File: src/rtl/keyboard_fifo_ctrl_if.sv
// Decoder-side and register-bus signals of the keyboard FIFO controller.
// The master drives the decoder and bus strobes, and the slave is the controller.
interface keyboard_fifo_ctrl_if;
  logic [7:0]  iKey_ascii_D;
  logic        iKey_parity_D;
  logic        iKey_stopbit_D;
  logic        iKey_stroke;
  logic [1:0]  iAddr;
  logic        iRead;
  logic        iWrite;
  logic [31:0] iWdata;
  logic [31:0] oRdata;
  logic        oRvalid;
  logic        oIrq;
  logic        oEmpty;

  modport master (
    output iKey_ascii_D, iKey_parity_D, iKey_stopbit_D, iKey_stroke,
    output iAddr, iRead, iWrite, iWdata,
    input  oRdata, oRvalid, oIrq, oEmpty
  );

  modport slave (
    input  iKey_ascii_D, iKey_parity_D, iKey_stopbit_D, iKey_stroke,
    input  iAddr, iRead, iWrite, iWdata,
    output oRdata, oRvalid, oIrq, oEmpty
  );
endinterface

File: src/rtl/keyboard_fifo_ctrl.sv
// Captures toggle-flagged PS/2 keys, validates them into a DEPTH-entry FIFO
// and exposes DATA/STATUS/CONTROL registers with a level interrupt.
module keyboard_fifo_ctrl #(
  parameter int DEPTH  = 16,
  parameter int ADDR_W = 4
) (
  input  logic                 iClock,
  input  logic                 iReset_N,
  keyboard_fifo_ctrl_if.slave  bus
);

  typedef enum logic {IDLE, CHECK} state_t;

  localparam logic [ADDR_W:0] FULL_CNT = (ADDR_W+1)'(DEPTH);

  state_t            state, state_nxt;
  logic              stroke_q;
  logic [7:0]        hold_ascii;
  logic              hold_par, hold_stop;
  logic [7:0]        mem [DEPTH];
  logic [ADDR_W-1:0] wr_ptr, rd_ptr;
  logic [ADDR_W:0]   count;
  logic              ovf, err, unf;
  logic              chk_en, irq_en;
  logic [31:0]       rdata_q, rdata_nxt;
  logic              rvalid_q, irq_q;

  logic key_event, load_hold, key_chk, good;
  logic full, empty;
  logic rd_en, wr_en, ctrl_wr, flush;
  logic pop, push, push_req, ovf_set, err_set, unf_set, stat_clr;
  logic unused_wdata;

  assign unused_wdata = ^bus.iWdata[31:3];

  assign key_event = (bus.iKey_stroke != stroke_q);
  assign full      = (count == FULL_CNT);
  assign empty     = (count == '0);

  // A simultaneous read wins over a write, so a write is only honoured alone.
  assign rd_en    = bus.iRead;
  assign wr_en    = bus.iWrite & ~bus.iRead;
  assign ctrl_wr  = wr_en & (bus.iAddr == 2'd2);
  assign flush    = ctrl_wr & bus.iWdata[1];
  assign pop      = rd_en & (bus.iAddr == 2'd0) & ~empty;
  assign unf_set  = rd_en & (bus.iAddr == 2'd0) & empty;
  assign stat_clr = rd_en & (bus.iAddr == 2'd1);

  always_comb begin
    state_nxt = state;
    load_hold = 1'b0;
    key_chk   = 1'b0;
    case (state)
      IDLE: begin
        if (key_event) begin
          load_hold = 1'b1;
          state_nxt = CHECK;
        end
      end
      CHECK: begin
        key_chk = 1'b1;
        if (key_event) load_hold = 1'b1;
        else           state_nxt = IDLE;
      end
      default: state_nxt = IDLE;
    endcase
  end

  // A pop in the same cycle frees the slot, so a full FIFO can still accept.
  assign good     = hold_stop & (hold_par | ~chk_en);
  assign push_req = key_chk & good;
  assign push     = push_req & ~flush & (~full | pop);
  assign ovf_set  = push_req & ~flush & full & ~pop;
  assign err_set  = key_chk & ~good;

  always_comb begin
    rdata_nxt = '0;
    case (bus.iAddr)
      2'd0: if (!empty) rdata_nxt[7:0] = mem[rd_ptr];
      2'd1: begin
        rdata_nxt[ADDR_W+8:8] = count;
        rdata_nxt[3]          = unf;
        rdata_nxt[2]          = err;
        rdata_nxt[1]          = ovf;
        rdata_nxt[0]          = empty;
      end
      2'd2: begin
        rdata_nxt[2] = chk_en;
        rdata_nxt[0] = irq_en;
      end
      default: rdata_nxt = '0;
    endcase
  end

  always_ff @(posedge iClock or negedge iReset_N) begin
    if (!iReset_N) begin
      state      <= IDLE;
      stroke_q   <= 1'b0;
      hold_ascii <= '0;
      hold_par   <= 1'b0;
      hold_stop  <= 1'b0;
    end else begin
      state    <= state_nxt;
      stroke_q <= bus.iKey_stroke;
      if (load_hold) begin
        hold_ascii <= bus.iKey_ascii_D;
        hold_par   <= bus.iKey_parity_D;
        hold_stop  <= bus.iKey_stopbit_D;
      end
    end
  end

  always_ff @(posedge iClock) begin
    if (push) mem[wr_ptr] <= hold_ascii;
  end

  always_ff @(posedge iClock or negedge iReset_N) begin
    if (!iReset_N) begin
      wr_ptr <= '0;
      rd_ptr <= '0;
      count  <= '0;
    end else if (flush) begin
      wr_ptr <= '0;
      rd_ptr <= '0;
      count  <= '0;
    end else begin
      if (push) wr_ptr <= wr_ptr + ADDR_W'(1);
      if (pop)  rd_ptr <= rd_ptr + ADDR_W'(1);
      case ({push, pop})
        2'b10:   count <= count + (ADDR_W+1)'(1);
        2'b01:   count <= count - (ADDR_W+1)'(1);
        default: count <= count;
      endcase
    end
  end

  // Sticky bits: a set arriving with a STATUS read survives the clear.
  always_ff @(posedge iClock or negedge iReset_N) begin
    if (!iReset_N) begin
      ovf      <= 1'b0;
      err      <= 1'b0;
      unf      <= 1'b0;
      chk_en   <= 1'b0;
      irq_en   <= 1'b0;
      rdata_q  <= '0;
      rvalid_q <= 1'b0;
      irq_q    <= 1'b0;
    end else begin
      ovf <= (ovf & ~stat_clr) | ovf_set;
      err <= (err & ~stat_clr) | err_set;
      unf <= (unf & ~stat_clr) | unf_set;
      if (ctrl_wr) begin
        irq_en <= bus.iWdata[0];
        chk_en <= bus.iWdata[2];
      end
      rdata_q  <= rd_en ? rdata_nxt : '0;
      rvalid_q <= rd_en;
      irq_q    <= irq_en & (~empty | ovf | err);
    end
  end

  assign bus.oRdata  = rdata_q;
  assign bus.oRvalid = rvalid_q;
  assign bus.oIrq    = irq_q;
  assign bus.oEmpty  = empty;

endmodule
File: src/flat_wrapper.sv
// flat-port wrapper written by rule: the top's interface ports become plain ports
module keyboard_fifo_ctrl_flat 
#(
  parameter int DEPTH  = 16,
  parameter int ADDR_W = 4
)
  (iClock, iReset_N, bus_iKey_ascii_D, bus_iKey_parity_D, bus_iKey_stopbit_D, bus_iKey_stroke, bus_iAddr, bus_iRead, bus_iWrite, bus_iWdata, bus_oRdata, bus_oRvalid, bus_oIrq, bus_oEmpty);
  keyboard_fifo_ctrl_if bus_i ();
  input  logic iClock;
  input  logic iReset_N;
  input wire logic [$bits(bus_i.iKey_ascii_D)-1:0] bus_iKey_ascii_D;
  input wire logic [$bits(bus_i.iKey_parity_D)-1:0] bus_iKey_parity_D;
  input wire logic [$bits(bus_i.iKey_stopbit_D)-1:0] bus_iKey_stopbit_D;
  input wire logic [$bits(bus_i.iKey_stroke)-1:0] bus_iKey_stroke;
  input wire logic [$bits(bus_i.iAddr)-1:0] bus_iAddr;
  input wire logic [$bits(bus_i.iRead)-1:0] bus_iRead;
  input wire logic [$bits(bus_i.iWrite)-1:0] bus_iWrite;
  input wire logic [$bits(bus_i.iWdata)-1:0] bus_iWdata;
  output wire logic [$bits(bus_i.oRdata)-1:0] bus_oRdata;
  output wire logic [$bits(bus_i.oRvalid)-1:0] bus_oRvalid;
  output wire logic [$bits(bus_i.oIrq)-1:0] bus_oIrq;
  output wire logic [$bits(bus_i.oEmpty)-1:0] bus_oEmpty;
  assign bus_i.iKey_ascii_D = bus_iKey_ascii_D;
  assign bus_i.iKey_parity_D = bus_iKey_parity_D;
  assign bus_i.iKey_stopbit_D = bus_iKey_stopbit_D;
  assign bus_i.iKey_stroke = bus_iKey_stroke;
  assign bus_i.iAddr = bus_iAddr;
  assign bus_i.iRead = bus_iRead;
  assign bus_i.iWrite = bus_iWrite;
  assign bus_i.iWdata = bus_iWdata;
  assign bus_oRdata = bus_i.oRdata;
  assign bus_oRvalid = bus_i.oRvalid;
  assign bus_oIrq = bus_i.oIrq;
  assign bus_oEmpty = bus_i.oEmpty;
  keyboard_fifo_ctrl #(.DEPTH(DEPTH), .ADDR_W(ADDR_W)) u_core (.iClock(iClock), .iReset_N(iReset_N), .bus(bus_i));
endmodule
File: config.mk
export PLATFORM = sky130hd
export DESIGN_NAME = keyboard_fifo_ctrl_flat
export DESIGN_NICKNAME = d
export VERILOG_FILES = /design/src/rtl/keyboard_fifo_ctrl_if.sv /design/src/rtl/keyboard_fifo_ctrl.sv /design/src/flat_wrapper.sv
export SDC_FILE = /design/constraint.sdc
export NUM_CORES = 1
export LEC_CHECK = 0
export CAP_MARGIN = 20
export CORE_MARGIN = 8
export CORE_UTILIZATION = 40
export CTS_CLUSTER_DIAMETER = 30
export DETAILED_ROUTE_END_ITERATION = 10
export SLEW_MARGIN = 20
export SYNTH_ARGS = -nofsm -noshare
export SYNTH_HDL_FRONTEND = slang
export SYNTH_SLANG_ARGS = --single-unit
export TNS_END_PERCENT = 20
File: constraint.sdc
create_clock -name iClock -period 4.2 [get_ports iClock]
set_clock_uncertainty 0.15 [all_clocks]
set_input_delay 1.05 -clock iClock [delete_from_list [all_inputs] [get_ports iClock]]
set_output_delay 1.05 -clock iClock [all_outputs]
set_load 0.02 [all_outputs]
==> results.md, run 1 <==
- GRT Util Overall: 14.1%
- Sequential group share of total power: 46.9%
- N_diodes: 0
- DR DRC count: 0
- Area share of fa/ha/maj cells after synthesis: 1.05%
- Via count: 3690
- Critical Path Sink Type: output pin
- Grt total ovfl: 0
- Crit start category: register
- Largest net degree at the start of global routing: 25
- R2R depth: 8
- First-pass GRT wire length: 22900 µm
- Setup violations, final: 0
- FF-to-FF End: u_core.count[2]
- Initial antenna violation count: 0
- Synth Area in Simple Gates: 7.11%
- I/O pin cnt: 84
- Synth Cell Area: 7160 µm²
- Post-synth top flop: edfxtp_1
- Total Wirelength: 14900 µm
- Max-cap violation count: 0
- Setup TNS: 0 ps
- Final Util: 48.0%
- Die Area: 22400 µm²
- Hold path depth: 2
- Vias per cell: 5.21
- CTS clock-pin slew for the worst setup and hold paths: 70 ps
- Post-layout net count: 521
- RSZ-0062 raised after global routing: no
- Worst-case clock buffer depth: 2
- Status: finished clean
- Critical-path maximum fanout: 9
- Post-DP HPWL: 9800 µm
- Seq cells post-synth: 173
- Sequential-to-total area share from yosys stat: 69.4%
- TritonCTS clock tree: done
- Switching power: 0.00134 W
- Number of port buffers: 35
- Area of the core: 17800 µm²
- Pint: 0.00350 W
- Initial Utilization: 40.3%
- YS warnings: 0
- Synth-to-layout area growth: 19.1%
- Final slew viol count: 0
- Clk_lat worst skew: 430 ps
- Final ANT Viol Nets: 0
- TritonCTS Buffers: 17
- Post-Synth XOR/XNOR Area: 0.856%
- Leak Pwr: 2.99 nW
- DR WL/cell: 21.1 µm
- Final hold violation count: 0
- Worst hold path type: register to register
- RePlAce Congestion: 0.794
- TritonRoute pass-1 iters: 4
- Root buffer cell: clkbuf_16
- Clock Power Share: 31.5%
- DIE HEIGHT: 150 µm
- Crit share post-route: 86.5%
- Crit path from: u_core.count[2]
- Share of cells above drive strength 1: 23.8%
- Synthesized instance count: 406
- Worst R2R Setup Slack: 1220 ps
- CP arrival: 2430 ps
- Die Span X: 150 µm
- Worst vdd ir: 0.338 mV
- H-tree depth: 4
- Number of flops mapped to enable cells by yosys: 128
- Tmin final: 3630 ps
- Compound-Gate Fraction of Synth Area: 3.46%
- Syn avg cell area: 17.6 µm²
- Comb pwr share: 21.6%
- Count of cell types in the netlist: 50
- Worst rel slew slack: 54.7%
- Post-synthesis mux area share: 14.4%
- Drt first-iter violations: 276
- # rows: 49
- Switch share: 27.6%
- Setup repair bufs after CTS: 0
- Max Fclk: 275 MHz
- Vias in the first global route: 3848
- Slew @ Worst Pin: 679 ps
- Share of flip-flops with an asynchronous set or reset: 26.0%
- Hold EP: u_core.irq_en
- Setup CP Type: register to output pin
- CTS resizes: 0
- Clock sink count: 173
- Hold_buf cts: 0
- Reg2reg start: u_core.count[2]
- CP Data Required Time: 3000 ps
- Hold path startpoint: u_core.irq_en
- Pwr Density: 568 nW/µm²
- Largest family of logic cells by synthesized area: multiplexers
## routing by layer
| layer | up-vias | GRT usage, % | part of all wire (%) |
|---|---|---|---|
| met5 | - | 0 | 0 |
| met4 | 0 | 5.05 | 1.4 |
| met3 | 16 | 3.81 | 6.8 |
| met2 | 104 | 22.5 | 50 |
| met1 | 1903 | 18.4 | 42 |
| li1 | 1667 | - | - |
## power by group through the flow
stage / logic (W) / clock network [W] / registers [W]
floorplan: 0.000849 / 0 / 0.00215
global placement: 0.00105 / 0 / 0.00229
finish: 0.00104 / 0.00152 / 0.00227
detailed placement: 0.00105 / 0 / 0.00231
global route: 0.00113 / 0.00163 / 0.00230
CTS: 0.00106 / 0.00156 / 0.00227
## Yosys cell counts, types with 7 or more instances
master | instances | area, µm²
mux4_2 | 40 | 901
nand2_1 | 19 | 71.3
edfxtp_1 | 128 | 3840
dfrtp_1 | 45 | 1130
inv_1 | 9 | 33.8
nor2_1 | 14 | 52.6
clkbuf_1 | 8 | 30.0
a21oi_1 | 7 | 35.0
buf_4 | 20 | 150
nand3_1 | 8 | 40.0
mux2_2 | 9 | 101
and2_1 | 14 | 87.6
o21ai_0 | 7 | 35.0
## worst max-delay path by stage
stage	slack, ps	cells after the start	end
after floorplan	860	8	u_core.count[2]
after global placement	270	8	u_core.mem[10][2]
after detailed placement	170	8	u_core.mem[11][3]
after CTS	560	3	bus_oEmpty
after global routing	410	8	u_core.mem[10][1]
final	570	3	bus_oEmpty
## area by class of cell
cell class	count	area (µm²)
inverter	9	33.8
clock inverter	7	86.3
multi-input combinational	204	2020
clock buffer	25	485
timing repair buffer	61	641
fill	1503	9250
sequential	173	4970
tap	229	287
## metrics by stage
| stage | total power, W | area [µm²] | setup slack, ps | std cells | hold WS, ps |
|---|---|---|---|---|---|
| 3_5_place_dp | 0.00336 | 7950 | 174 | 676 | 344 |
| 4_1_cts | 0.00489 | 8530 | 557 | 708 | 363 |
| 3_3_place_gp | 0.00334 | 7950 | 273 | 676 | 335 |
| 2_1_floorplan | 0.00300 | 7230 | 857 | 424 | 310 |
| 6_report | 0.00484 | 8530 | 567 | 708 | 357 |
| 5_1_grt | 0.00507 | 8530 | 410 | 708 | 384 |
## critical path: stages (launching register included)
cell	delay, ps
dfrtp_1	480
or4_4	610
nor2_1	240
clkdlybuf4s50_1	670
## kinds of logic after synthesis
kind of cell	Yosys count
xor+xnor	7
mux	52
simple gates	89
flops	173
buf+inv	47
other cells	1
compound gates	31
fa+ha+maj	6
## flip-flops by register name, summed over array words and instances, names as in the netlist, 4 cells and up
signal             flops
u_core.mem           128
u_core.bus.oRdata     13
u_core.hold_ascii      8
u_core.count           5
u_core.rd_ptr          4
u_core.wr_ptr          4
## cell usage in the layout (no fill, tap or decap), drive strengths merged, types with 6 or more instances in the layout
master / n
o21ai: 8
mux2: 9
ha: 6
clkdlybuf4s50: 34
buf: 27
conb: 19
edfxtp: 128
dfrtp: 45
a21oi: 7
nand3: 8
nor2: 14
inv: 9
nor4: 6
nand2: 20
mux4: 40
and2: 14
clkbuf: 25
(Power assumes the default switching activity.)
==> run 2: changes to the inputs <==
--- a/config.mk
+++ b/config.mk
@@ -10,6 +10,7 @@
 export CORE_UTILIZATION = 40
 export CTS_CLUSTER_DIAMETER = 30
 export DETAILED_ROUTE_END_ITERATION = 10
+export PLACE_DENSITY = 0.7
 export SLEW_MARGIN = 20
 export SYNTH_ARGS = -nofsm -noshare
 export SYNTH_HDL_FRONTEND = slang
==> results.md, run 2 (synthesized netlist as in run 1, its figures left out) <==
- Status: finished clean
- N_diodes: 0 (unchanged)
- Leak Pwr: 3.01 nW (+0.78%)
- Share of cells above drive strength 1: 25.7% (+1.9 points)
- Register Area: 4970 µm² (unchanged)
- Tmin final: 3610 ps (-27.4 ps)
- Reg2reg start: u_core.count[2]
- RePlAce Congestion: 0.856 (+7.8%)
- Max Fclk: 277 MHz (+0.76%)
- Max-cap violation count: 0 (unchanged)
- Grt total ovfl: 0 (unchanged)
- CTS clock-pin slew for the worst setup and hold paths: 60 ps (about the same)
- Worst hold path type: register to register
- Vias per cell: 5.33 (+2.2%)
- Max reg flops: 128 (unchanged)
- Post-DP HPWL: 9770 µm (-0.29%)
- Final hold violation count: 0 (unchanged)
- Setup TNS: 0 ps (unchanged)
- Worst R2R Setup Slack: 1250 ps (+30 ps)
- Worst rel slew slack: 47.1% (-7.6 points)
- Hold path depth: 2 (unchanged)
- Number of port buffers: 35 (unchanged)
- Final ANT Viol Nets: 0 (unchanged)
- Initial antenna violation count: 0 (unchanged)
- Vias in the first global route: 3935 (+2.3%)
- Final Util: 47.8% (-0.11 points)
- Slew @ Worst Pin: 794 ps (+115 ps)
- DIE HEIGHT: 150 µm (unchanged)
- Initial Utilization: 40.3% (unchanged)
- CP Data Required Time: 3000 ps (about the same)
- FF-to-FF End: u_core.count[2]
- I/O pin cnt: 84 (unchanged)
- R2R depth: 8 (unchanged)
- Root buffer cell: clkbuf_16
- RSZ-0062 raised after global routing: no
- CTS resizes: 0 (unchanged)
- Die Span X: 150 µm (unchanged)
- CP arrival: 2410 ps (-20 ps)
- TritonCTS clock tree: done
- Setup repair bufs after CTS: 0 (unchanged)
- Commonest non-fill, non-tap cell in the layout: edfxtp_1
- Synth-to-layout area growth: 18.8%
- # rows: 49 (unchanged)
- Setup violations, final: 0 (unchanged)
- H-tree depth: 4 (unchanged)
- Pwr Density: 580 nW/µm² (+2.2%)
- Via count: 3793 (+2.8%)
- Largest net degree at the start of global routing: 30 (+20%)
- TritonRoute pass-1 iters: 5 (+1)
- Fill cells: 1470 (-2.2%)
- Critical-path maximum fanout: 9 (unchanged)
- Worst vdd ir: 0.435 mV (+29%)
- Crit share post-route: 85.8% (-0.65 points)
- DR WL/cell: 20.6 µm (-2.3%)
- Critical Path Sink Type: output pin
- Area of the multi-input gates: 2020 µm² (unchanged)
- Hold_buf cts: 0 (unchanged)
- Commonest cells after routing, fill and taps aside: edfxtp_1 (128), dfrtp_1 (44), mux4_2 (40), clkdlybuf4s50_1 (34), buf_4 (30)
- Clock sink count: 173 (unchanged)
- Drt first-iter violations: 273 (-1.1%)
- Crit path from: u_core.count[2]
- Worst-case clock buffer depth: 2 (unchanged)
- Final slew viol count: 0 (unchanged)
- Die Area: 22400 µm² (unchanged)
- GRT Util Overall: 13.8% (-0.36 points)
- Total Wirelength: 14700 µm (-1.7%)
- TritonCTS Buffers: 17 (unchanged)
- Worst Setup EP: bus_oEmpty
- Crit start category: register
- Post-layout net count: 525 (+0.77%)
- Setup CP Type: register to output pin
- First-pass GRT wire length: 22800 µm (-0.51%)
- DR DRC count: 0 (unchanged)
- Area of the core: 17800 µm² (unchanged)
- Clk_lat worst skew: 420 ps (about the same)
- Biggest register: u_core.mem
## run 2: changes by cell type in the layout (fill, tap and decap cells not counted), sizes merged
cell,previous run,this run
clkinvlp,2,4
buf,27,31
clkinv,3,4
clkbuf,25,18
bufinv,2,4
inv,9,11
## run 2: per-layer routing
| layer | up-vias | part of all wire, % | global-route usage [%] |
|---|---|---|---|
| li1 | 1672 | - | - |
| met1 | 1970 | 43 | 17.8 |
| met2 | 130 | 49 | 21.6 |
| met3 | 21 | 6.5 | 4.38 |
| met4 | 0 | 1.4 | 4.80 |
| met5 | - | 0 | 0 |
## run 2: layout make-up
type / instances / area share [%]
Tap cell: 229 / 3.37
Sequential cell: 173 / 58.4
Multi-Input combinational cell: 204 / 23.8
Clock buffer: 18 / 5.05
Timing Repair Buffer: 65 / 6.71
Inverter: 9 / 0.397
Clock inverter: 14 / 2.27
## run 2: per-stage QoR
stage | hold WS, ps | power, W | std cells | setup WS (ps) | instance area, µm²
after detailed placement | 354 | 0.00333 | 680 | 289 | 7880
after CTS | 371 | 0.00496 | 712 | 590 | 8510
after global placement | 335 | 0.00329 | 680 | 379 | 7880
final | 373 | 0.00493 | 712 | 595 | 8510
after floorplan | 310 | 0.00300 | 424 | 857 | 7230
after global routing | 386 | 0.00514 | 712 | 509 | 8510
## run 2: worst min-delay path by stage
stage	end	from
floorplan	u_core.irq_en	u_core.irq_en
global placement	u_core.unf	u_core.unf
detailed placement	u_core.unf	u_core.unf
CTS	u_core.unf	u_core.unf
global route	u_core.unf	u_core.unf
finish	u_core.unf	u_core.unf
## run 2: critical path, stage by stage, from the launching register on
cell and delay (ps):
dfrtp_1 470, or4_4 600, nor2_1 240, clkdlybuf4s50_1 670
## run 2: power breakdown
part / internal [W] / switching, W
registers: 0.00202 / 0.000262
clock network: 0.000997 / 0.000643
logic: 0.000548 / 0.000461
==> run 3: changes to the inputs <==
--- a/config.mk
+++ b/config.mk
@@ -7,10 +7,10 @@
 export LEC_CHECK = 0
 export CAP_MARGIN = 20
 export CORE_MARGIN = 8
-export CORE_UTILIZATION = 40
+export CORE_UTILIZATION = 52
 export CTS_CLUSTER_DIAMETER = 30
 export DETAILED_ROUTE_END_ITERATION = 10
-export PLACE_DENSITY = 0.7
+export PLACE_DENSITY = 0.85
 export SLEW_MARGIN = 20
 export SYNTH_ARGS = -nofsm -noshare
 export SYNTH_HDL_FRONTEND = slang
==> results.md, run 3 (synthesized netlist as in run 1, its figures left out) <==
- DR WL met3: 1110 µm (+16%)
- Leak Pwr: 3.00 nW (-0.34%)
- Post-route cell area: 8380 µm² (-1.5%)
- Worst rel slew slack: 51.0% (+3.9 points)
- Power, Total: 0.00477 W (-3.2%)
- Initial antenna violation count: 0 (unchanged)
- Setup violations, final: 0 (unchanged)
- Status: finished clean
- Max reg flops: 128 (unchanged)
- Placed cell count: 633 (-6.9%)
- Crit start category: register
- Share of cells above drive strength 1: 25.2% (-0.52 points)
- Biggest register: u_core.mem
- Final worst setup slack: 536 ps (-59.2 ps)
- Worst-case clock buffer depth: 2 (unchanged)
- Detail Route met2 WL: 8160 µm (+13%)
- Area of the core: 13700 µm² (-23%)
- Initial Utilization: 52.4% (+12 points)
- CTS clock-pin slew for the worst setup and hold paths: 60 ps (about the same)
- DP Area: 7810 µm² (-0.90%)
- Worst hold path type: register to register
- Grt total ovfl: 0 (unchanged)
- Synth-to-layout area growth: 17.1%
- Setup repair bufs after CTS: 0 (unchanged)
- CTS resizes: 0 (unchanged)
- TritonRoute pass-1 iters: 7 (+2)
- Number of port buffers: 35 (unchanged)
- CP arrival: 2460 ps (+50 ps)
- Root buffer cell: clkbuf_16
- Post-layout net count: 527 (+0.38%)
- Drt first-iter violations: 444 (+63%)
- Die Area: 17800 µm² (-21%)
- TritonCTS clock tree: done
- Commonest non-fill, non-tap cell in the layout: edfxtp_1
- Max-cap violation count: 0 (unchanged)
- Total Wirelength: 15000 µm (+2.2%)
- Vias per cell: 5.82 (+9.3%)
- Hold_buf cts: 0 (unchanged)
- Tmin final: 3660 ps (+59.2 ps)
- Clock sink count: 173 (unchanged)
- Final slew viol count: 0 (unchanged)
- Dpl ws: 257 ps (-32.9 ps)
- Pwr Density: 570 nW/µm² (-1.7%)
- Top sig layer: met4
- TritonCTS Buffers: 17 (unchanged)
- First-pass GRT wire length: 23000 µm (+0.54%)
- Clk_lat worst skew: 420 ps (about the same)
- I/O pin cnt: 84 (unchanged)
- DR DRC count: 0 (unchanged)
- Non-Filler Instances: 665 (-6.6%)
- # rows: 43 (-12%)
- Worst vdd ir: 0.410 mV (-5.9%)
- Via count: 3872 (+2.1%)
- Met1 WL: 5490 µm (-13%)
- DR WL/cell: 22.6 µm (+9.5%)
- Post-DP HPWL: 9960 µm (+2.0%)
- RePlAce Congestion: 0.898 (+4.9%)
- Max Fclk: 273 MHz (-1.6%)
- Setup TNS: 0 ps (unchanged)
- Critical-path maximum fanout: 9 (unchanged)
- DIE HEIGHT: 133 µm (-11%)
- CP Data Required Time: 3000 ps (about the same)
- Die Span X: 133 µm (-11%)
- Setup CP Type: register to output pin
- Vias in the first global route: 3972 (+0.94%)
- Crit share post-route: 87.2% (+1.4 points)
- Slew @ Worst Pin: 736 ps (-58.1 ps)
- Commonest cells after routing, fill and taps aside: edfxtp_1 (128), dfrtp_1 (44), mux4_2 (40), clkdlybuf4s50_1 (34), buf_4 (32)
- H-tree depth: 4 (unchanged)
- GRT Util Overall: 17.5% (+3.7 points)
- RSZ-0062 raised after global routing: no
- N_diodes: 0 (unchanged)
- Critical Path Sink Type: output pin
- Largest net degree at the start of global routing: 28 (-6.7%)
- Final hold violation count: 0 (unchanged)
- Final ANT Viol Nets: 0 (unchanged)
==> run 3: changes by cell type in the layout (fill, tap and decap cells not counted), moves of 2 or more <==
cell / before / now
bufinv_16: 4 / 2
nor4_2: 4 / 0
nor4_1: 2 / 6
clkinv_2: 2 / 6
buf_4: 30 / 32
==> run 3: metal layers <==
metal / vias up / GRT usage, %
li1: 1683 / -
met1: 1978 / 20.2
met2: 185 / 30.6
met3: 26 / 4.44
met4: 0 / 6.55
met5: - / 0
==> run 3: cell type report <==
type | instances | area (µm²)
fill | 953 | 5290
tap | 180 | 225
sequential | 173 | 4970
multi-input combinational | 204 | 2000
inverter | 9 | 33.8
timing repair buffer | 67 | 586
clock inverter | 13 | 124
clock buffer | 19 | 443
==> run 3: final timing paths <==
path / cells after the start / start / end / slack [ps]
min in group asynchronous: 1 / iReset_N / u_core.bus.oRdata[11] / 540
setup reg to reg: 8 / u_core.count[2] / u_core.count[2] / 1190
hold / removal: 1 / u_core.unf / u_core.bus.oRdata[3] / 370
hold reg to reg: 1 / u_core.unf / u_core.bus.oRdata[3] / 370
setup / recovery: 3 / u_core.count[2] / bus_oEmpty / 540
max in group asynchronous: 2 / iReset_N / u_core.wr_ptr[1] / 2630
==> run 3: report_power, final <==
group          switching [W]  internal (W)  leakage (nW)  total (W)
logic               0.000460      0.000546          1.01    0.00101
registers           0.000263       0.00202          1.72    0.00228
clock network       0.000604      0.000880         0.272    0.00148
==> run 3: critical path, stage by stage, from the launching register on <==
cell	delay, ps
dfrtp_1	480
or4_4	600
nor2_1	280
clkdlybuf4s50_1	670
==> run 3: metrics by stage <==
stage	utilization, %	hold slack, ps
6_report	61.3	370
5_1_grt	61.3	396
4_1_cts	61.3	367
3_5_place_dp	57.2	352
3_3_place_gp	57.2	337
2_1_floorplan	-	310
